--- src/rtl/mant_mul_iter.sv ---
// Iterative unsigned mantissa multiplier. One 8x8 digit product is formed per cycle,
// shifted into place and accumulated, giving a 2W-bit product after DIGITS^2 cycles.

module v8x8 (
  input  logic [7:0]  x,
  input  logic [7:0]  y,
  output logic [15:0] p
);
  assign p = 16'(x) * 16'(y);
endmodule

module mant_mul_iter #(
  parameter int DIGITS = 7
) (
  input  logic                    clk,
  input  logic                    rst_n,
  input  logic                    in_valid,
  output logic                    in_ready,
  input  logic [8*DIGITS-1:0]     a,
  input  logic [8*DIGITS-1:0]     b,
  output logic                    out_valid,
  input  logic                    out_ready,
  output logic [16*DIGITS-1:0]    product
);
  localparam int W  = 8 * DIGITS;
  localparam int PW = 2 * W;
  localparam int IW = (DIGITS > 1) ? $clog2(DIGITS) : 1;
  localparam logic [IW-1:0] LAST = IW'(DIGITS - 1);

  typedef enum logic [1:0] {IDLE, RUN, DONE} state_t;

  state_t          state_q, state_d;
  logic [W-1:0]    a_q, a_d, b_q, b_d;
  logic [PW-1:0]   acc_q, acc_d;
  logic [PW-1:0]   product_q, product_d;
  logic [IW-1:0]   i_q, i_d, j_q, j_d;
  logic            in_ready_q, in_ready_d;
  logic            out_valid_q, out_valid_d;

  logic [7:0]      x_dig, y_dig;
  logic [15:0]     p16;
  logic [IW:0]     dsum;
  logic [IW+3:0]   shamt;
  logic [PW-1:0]   term;
  logic [PW-1:0]   acc_sum;

  assign x_dig = a_q[{i_q, 3'b000} +: 8];
  assign y_dig = b_q[{j_q, 3'b000} +: 8];

  v8x8 u_v8x8 (
    .x (x_dig),
    .y (y_dig),
    .p (p16)
  );

  // Digit pair (i,j) carries weight 2^(8*(i+j)); the sum can never exceed 2W bits.
  assign dsum    = {1'b0, i_q} + {1'b0, j_q};
  assign shamt   = {dsum, 3'b000};
  assign term    = PW'(p16) << shamt;
  assign acc_sum = acc_q + term;

  always_comb begin
    // NOTE: every _d starts from its _q so no branch leaves a variable unassigned,
    // which would otherwise infer a latch.
    state_d     = state_q;
    a_d         = a_q;
    b_d         = b_q;
    acc_d       = acc_q;
    product_d   = product_q;
    i_d         = i_q;
    j_d         = j_q;
    in_ready_d  = in_ready_q;
    out_valid_d = out_valid_q;

    case (state_q)
      IDLE: begin
        if (in_valid) begin
          a_d        = a;
          b_d        = b;
          acc_d      = '0;
          i_d        = '0;
          j_d        = '0;
          in_ready_d = 1'b0;
          state_d    = RUN;
        end
      end
      RUN: begin
        acc_d = acc_sum;
        if (j_q == LAST) begin
          j_d = '0;
          if (i_q == LAST) begin
            product_d   = acc_sum;
            out_valid_d = 1'b1;
            state_d     = DONE;
          end else begin
            i_d = i_q + 1'b1;
          end
        end else begin
          j_d = j_q + 1'b1;
        end
      end
      DONE: begin
        // The cycle spent returning to IDLE keeps input and output handshakes apart.
        if (out_ready) begin
          out_valid_d = 1'b0;
          in_ready_d  = 1'b1;
          state_d     = IDLE;
        end
      end
      default: begin
        state_d     = IDLE;
        in_ready_d  = 1'b1;
        out_valid_d = 1'b0;
      end
    endcase
  end

  // NOTE: state flops use non-blocking assignments so every flop samples the
  // pre-edge values regardless of statement order.
  always_ff @(posedge clk or negedge rst_n) begin
    if (!rst_n) begin
      state_q     <= IDLE;
      a_q         <= '0;
      b_q         <= '0;
      acc_q       <= '0;
      product_q   <= '0;
      i_q         <= '0;
      j_q         <= '0;
      in_ready_q  <= 1'b1;
      out_valid_q <= 1'b0;
    end else begin
      state_q     <= state_d;
      a_q         <= a_d;
      b_q         <= b_d;
      acc_q       <= acc_d;
      product_q   <= product_d;
      i_q         <= i_d;
      j_q         <= j_d;
      in_ready_q  <= in_ready_d;
      out_valid_q <= out_valid_d;
    end
  end

  assign in_ready  = in_ready_q;
  assign out_valid = out_valid_q;
  assign product   = product_q;

endmodule

--- config.mk ---
export PLATFORM = sky130hd
export DESIGN_NAME = mant_mul_iter
export DESIGN_NICKNAME = d
export VERILOG_FILES = /design/src/rtl/mant_mul_iter.sv
export SDC_FILE = /design/constraint.sdc
export NUM_CORES = 1
export LEC_CHECK = 0
export ABC_AREA = 1
export CAP_MARGIN = 25
export CELL_PAD_IN_SITES_DETAIL_PLACEMENT = 0
export CELL_PAD_IN_SITES_GLOBAL_PLACEMENT = 2
export CORE_MARGIN = 2
export CORE_UTILIZATION = 32
export DETAILED_ROUTE_END_ITERATION = 10
export HOLD_SLACK_MARGIN = 0.02
export PLACE_DENSITY = 0.93
export SYNTH_ARGS = -nofsm -noshare
export SYNTH_HDL_FRONTEND = slang
export SYNTH_HIERARCHICAL = 1
export SYNTH_SLANG_ARGS = --single-unit
--- constraint.sdc ---
create_clock -name clk -period 7.65 [get_ports clk]
set_input_delay 1.53 -clock clk [delete_from_list [all_inputs] [get_ports clk]]
set_output_delay 1.53 -clock clk [all_outputs]
set_load 0.1 [all_outputs]
==> report_table.html <==
<table>
<tr><th>Metric</th><th>Value</th></tr>
<tr><th colspan="2">Detailed routing</th></tr>
<tr><td>Detailed Route WL</td><td>137 mm</td></tr>
<tr><td>Antenna Nets Post-Route</td><td>0</td></tr>
<tr><td>1st-pass router iterations</td><td>7</td></tr>
<tr><td>DR vias/cell</td><td>4.77</td></tr>
<tr><td>Final routed DRC violation total</td><td>0</td></tr>
<tr><td>Routed wire per std cell</td><td>19.7 µm</td></tr>
<tr><td>Iteration-0 DRC count of the detailed router</td><td>2,858</td></tr>
<tr><td>Total via count in the routed design</td><td>33.3k</td></tr>
<tr><th colspan="2">Global route</th></tr>
<tr><td>Total routing resource utilization after global routing</td><td>28.5%</td></tr>
<tr><td>Global-route congestion overflow total</td><td>0</td></tr>
<tr><td>Number of antenna violations at the first check in global routing</td><td>1</td></tr>
<tr><td>First-pass GRT wire length</td><td>200 mm</td></tr>
<tr><td>Via count of the first global-routing pass</td><td>31.8k</td></tr>
<tr><td>Pin count of the biggest net entering global routing</td><td>117</td></tr>
<tr><th colspan="2">STA</th></tr>
<tr><td>Maximum clock frequency</td><td>135 MHz</td></tr>
<tr><td>Worst-margin pin slew</td><td>1260 ps</td></tr>
<tr><td>Final hold vios</td><td>0</td></tr>
<tr><td>Setup repair after global routing missed its margin</td><td>true</td></tr>
<tr><td>Clk_skew</td><td>23.3 ps</td></tr>
<tr><td>Crit path time final</td><td>7420 ps</td></tr>
<tr><td>Rel. slew slack</td><td>16.1%</td></tr>
<tr><td>Setup violations, final</td><td>0</td></tr>
<tr><td>Min Hold Slack</td><td>477 ps</td></tr>
<tr><td>Slew Limit Fails</td><td>0</td></tr>
<tr><td>Final setup TNS</td><td>0 ps</td></tr>
<tr><td>Period utilisation layout</td><td>97.0%</td></tr>
<tr><th colspan="2">Synth</th></tr>
<tr><td>Post-synthesis instance area</td><td>29,600 µm²</td></tr>
<tr><td>Number of cells produced by synthesis</td><td>4,947</td></tr>
<tr><td>Number of warnings reported in the yosys synthesis log</td><td>6</td></tr>
<tr><td>Number of distinct standard cells referenced by the synthesized netlist</td><td>49</td></tr>
<tr><td>Mapped Avg Cell Area</td><td>5.98 µm²</td></tr>
<tr><td>Area contributors post-synth</td><td>dfrtp_1, nand2_1, inv_1, ha_1, nor2_1</td></tr>
<tr><td>Most frequent cells after synthesis</td><td>nand2_1, inv_1, nor2_1</td></tr>
<tr><td>Post-synth ARST share</td><td>100%</td></tr>
<tr><td>Number of synthesized flops with an enable pin</td><td>0</td></tr>
<tr><td>Most instantiated library cell after synthesis</td><td>nand2_1</td></tr>
<tr><td>Largest area contributor in the synthesized netlist</td><td>dfrtp_1</td></tr>
<tr><td>Flip-flop cell with the highest count after synthesis</td><td>dfrtp_1</td></tr>
<tr><td>Post-synth top area share</td><td>29.2%</td></tr>
<tr><td>Flop and latch count out of synthesis</td><td>346</td></tr>
<tr><td>Synth Net Count</td><td>5,253</td></tr>
<tr><td>Sequential fraction of the synthesis area</td><td>29.3%</td></tr>
<tr><th colspan="2">Worst hold path</th></tr>
<tr><td>Hold WC Path Type</td><td>register to register</td></tr>
<tr><th colspan="2">CTS</th></tr>
<tr><td>H-tree levels</td><td>2</td></tr>
<tr><td>Clk_lat worst skew</td><td>640 ps</td></tr>
<tr><td>CTS tree</td><td>yes</td></tr>
<tr><td>Clock Tree Root</td><td>clkbuf_16</td></tr>
<tr><td>TritonCTS Buffers</td><td>45</td></tr>
<tr><td># hold bufs at CTS</td><td>0</td></tr>
<tr><td>Clock transition at the registers of the reported paths</td><td>60 ps</td></tr>
<tr><td>Num Clock Sinks</td><td>346</td></tr>
<tr><td>Longest Clk Path Bufs</td><td>3</td></tr>
<tr><th colspan="2">Setup path</th></tr>
<tr><td>Data required time at the worst endpoint</td><td>8170 ps</td></tr>
<tr><td>Maximum cell stage delay along the critical path</td><td>600 ps</td></tr>
<tr><td>R2R Setup Slk</td><td>230 ps</td></tr>
<tr><td>Worst setup EP type</td><td>register</td></tr>
<tr><td>Setup Crit Path Kind</td><td>register to register</td></tr>
<tr><td>Kind of cell with the highest combined delay on the critical path</td><td>simple AND/OR/NAND/NOR gates</td></tr>
<tr><td>CP Data Arrival Time</td><td>7940 ps</td></tr>
<tr><td>Most used cell along the critical path</td><td>nand2_1</td></tr>
<tr><td>Crit start category</td><td>register</td></tr>
<tr><td>CP Buf/Inv Count</td><td>12</td></tr>
<tr><td>Largest fanout on the critical path</td><td>5</td></tr>
<tr><td>Master of the slowest instance on the critical path</td><td>fa_2</td></tr>
<tr><th colspan="2">Finish</th></tr>
<tr><td>Multi-input gate area in the final layout</td><td>19,700 µm²</td></tr>
<tr><td>Fillcell total</td><td>9,725</td></tr>
<tr><td>Synth-to-layout area growth</td><td>43.3%</td></tr>
<tr><td>Final standard cell count with taps included and fillers excluded</td><td>6,979</td></tr>
<tr><td>Total area of sequential cells</td><td>8660 µm²</td></tr>
<tr><td>Total number of nets in the final design</td><td>6,061</td></tr>
<tr><td>Share of cells above drive strength 1</td><td>24.6%</td></tr>
<tr><th colspan="2">Floorplanning</th></tr>
<tr><td>Initial Util</td><td>32.3%</td></tr>
<tr><td>Number of top-level pins</td><td>230</td></tr>
<tr><td>Die Y</td><td>308 µm</td></tr>
<tr><td>Overall die area</td><td>94,900 µm²</td></tr>
<tr><td>Core area</td><td>91,700 µm²</td></tr>
<tr><td>Row Count</td><td>111</td></tr>
<tr><td>Die outline width</td><td>308 µm</td></tr>
<tr><th colspan="2">Place</th></tr>
<tr><td>Routability congestion estimate from global placement</td><td>1.02</td></tr>
<tr><td>Quantity of I/O buffers inserted on ports</td><td>229</td></tr>
<tr><td>Placed wire-length estimate after detailed placement</td><td>111 mm</td></tr>
<tr><td>Placed cell count</td><td>6,870</td></tr>
<tr><th colspan="2">Status</th></tr>
<tr><td>Run status</td><td>finished, final reports clean</td></tr>
<tr><th colspan="2">Run</th></tr>
<tr><td>Number of violations of the max-capacitance limit</td><td>0</td></tr>
</table>
area by class of cell:
cell class              instances  share of cell area (%)
repair buffers                894                    17.9
diodes                          1                 0.00590
inverters                     893                    7.92
multi-input cells            3575                    46.4
clock inverters                26                   0.824
clock buffers                  58                    3.01
flip-flops and latches        346                    20.4
well taps                    1186                    3.50
stage by stage:
stage / setup WS [ps] / util (%) / instance area, µm²
2_1_floorplan: 1070 / - / 29600
3_3_place_gp: -329 / 41.2 / 37800
3_5_place_dp: -323 / 41.3 / 37800
4_1_cts: 3.91 / 43.4 / 39800
5_1_grt: -83.5 / 46.2 / 42400
6_report: 226 / 46.2 / 42400
worst min-delay path, cell delays in order (launching register included):
cell and delay (ps):
dfrtp_1 340, nand2_1 50, nand2_1 50
what timing repair did:
item                       4_1_cts  5_1_grt
gates cloned                     0        0
pin swaps                        8      134
resized for setup               74      661
setup endpoints to repair      148      199
hold endpoints to repair         0        0
setup buffers                    2       22
registers in the layout, indices dropped and copies added (netlist names):
register	flops
acc_q	112
product	112
a_q	56
b_q	56
i_q	3
j_q	3
state_q	2
in_ready	1
out_valid	1
final timing paths:
kind	start	endpoint	depth (start not counted)
worst max-delay path	j_q[0]	product[93]	43
worst min-delay path	a_q[7]	a_q[7]	2
worst max register to register	j_q[0]	product[93]	43
worst min register to register	a_q[7]	a_q[7]	2
max in group asynchronous	rst_n	acc_q[2]	3
min in group asynchronous	rst_n	product[72]	1
kinds of logic after synthesis:
kind of cell,synth area share [%]
XOR/XNOR,1.63
AND/OR/NAND/NOR,40.9
adder cells (fa/ha/maj),9.00
flip-flops,29.3
AO/OA/AOI/OAI,5.85
buffers and inverters,13.3
layer usage:
layer  global-route usage, %  vias to the layer above  routed length [µm]  part of all wire [%]
li1                        -                    16500                   -                     -
met3                    3.25                      239                8310                   6.0
met1                    38.9                    15500               61500                    45
met2                    45.5                     1071               60700                    44
met5                       0                        -                  13                0.0095
met4                    11.7                        2                6940                   5.0
cell usage in the layout, fill, tap and decap left out, types with 77 or more instances in the layout:
master	n
nand2_1	1991
inv_1	837
buf_4	630
dfrtp_1	345
nor2_1	272
clkdlybuf4s50_1	228
nand3_1	209
nand2_2	190
nor2_2	129
ha_1	97
o21ai_0	96
o21ai_1	77
Power is left out: the tool's default activity adds up to more than one toggle a clock period on the data nets, which glitch-free logic cannot reach.
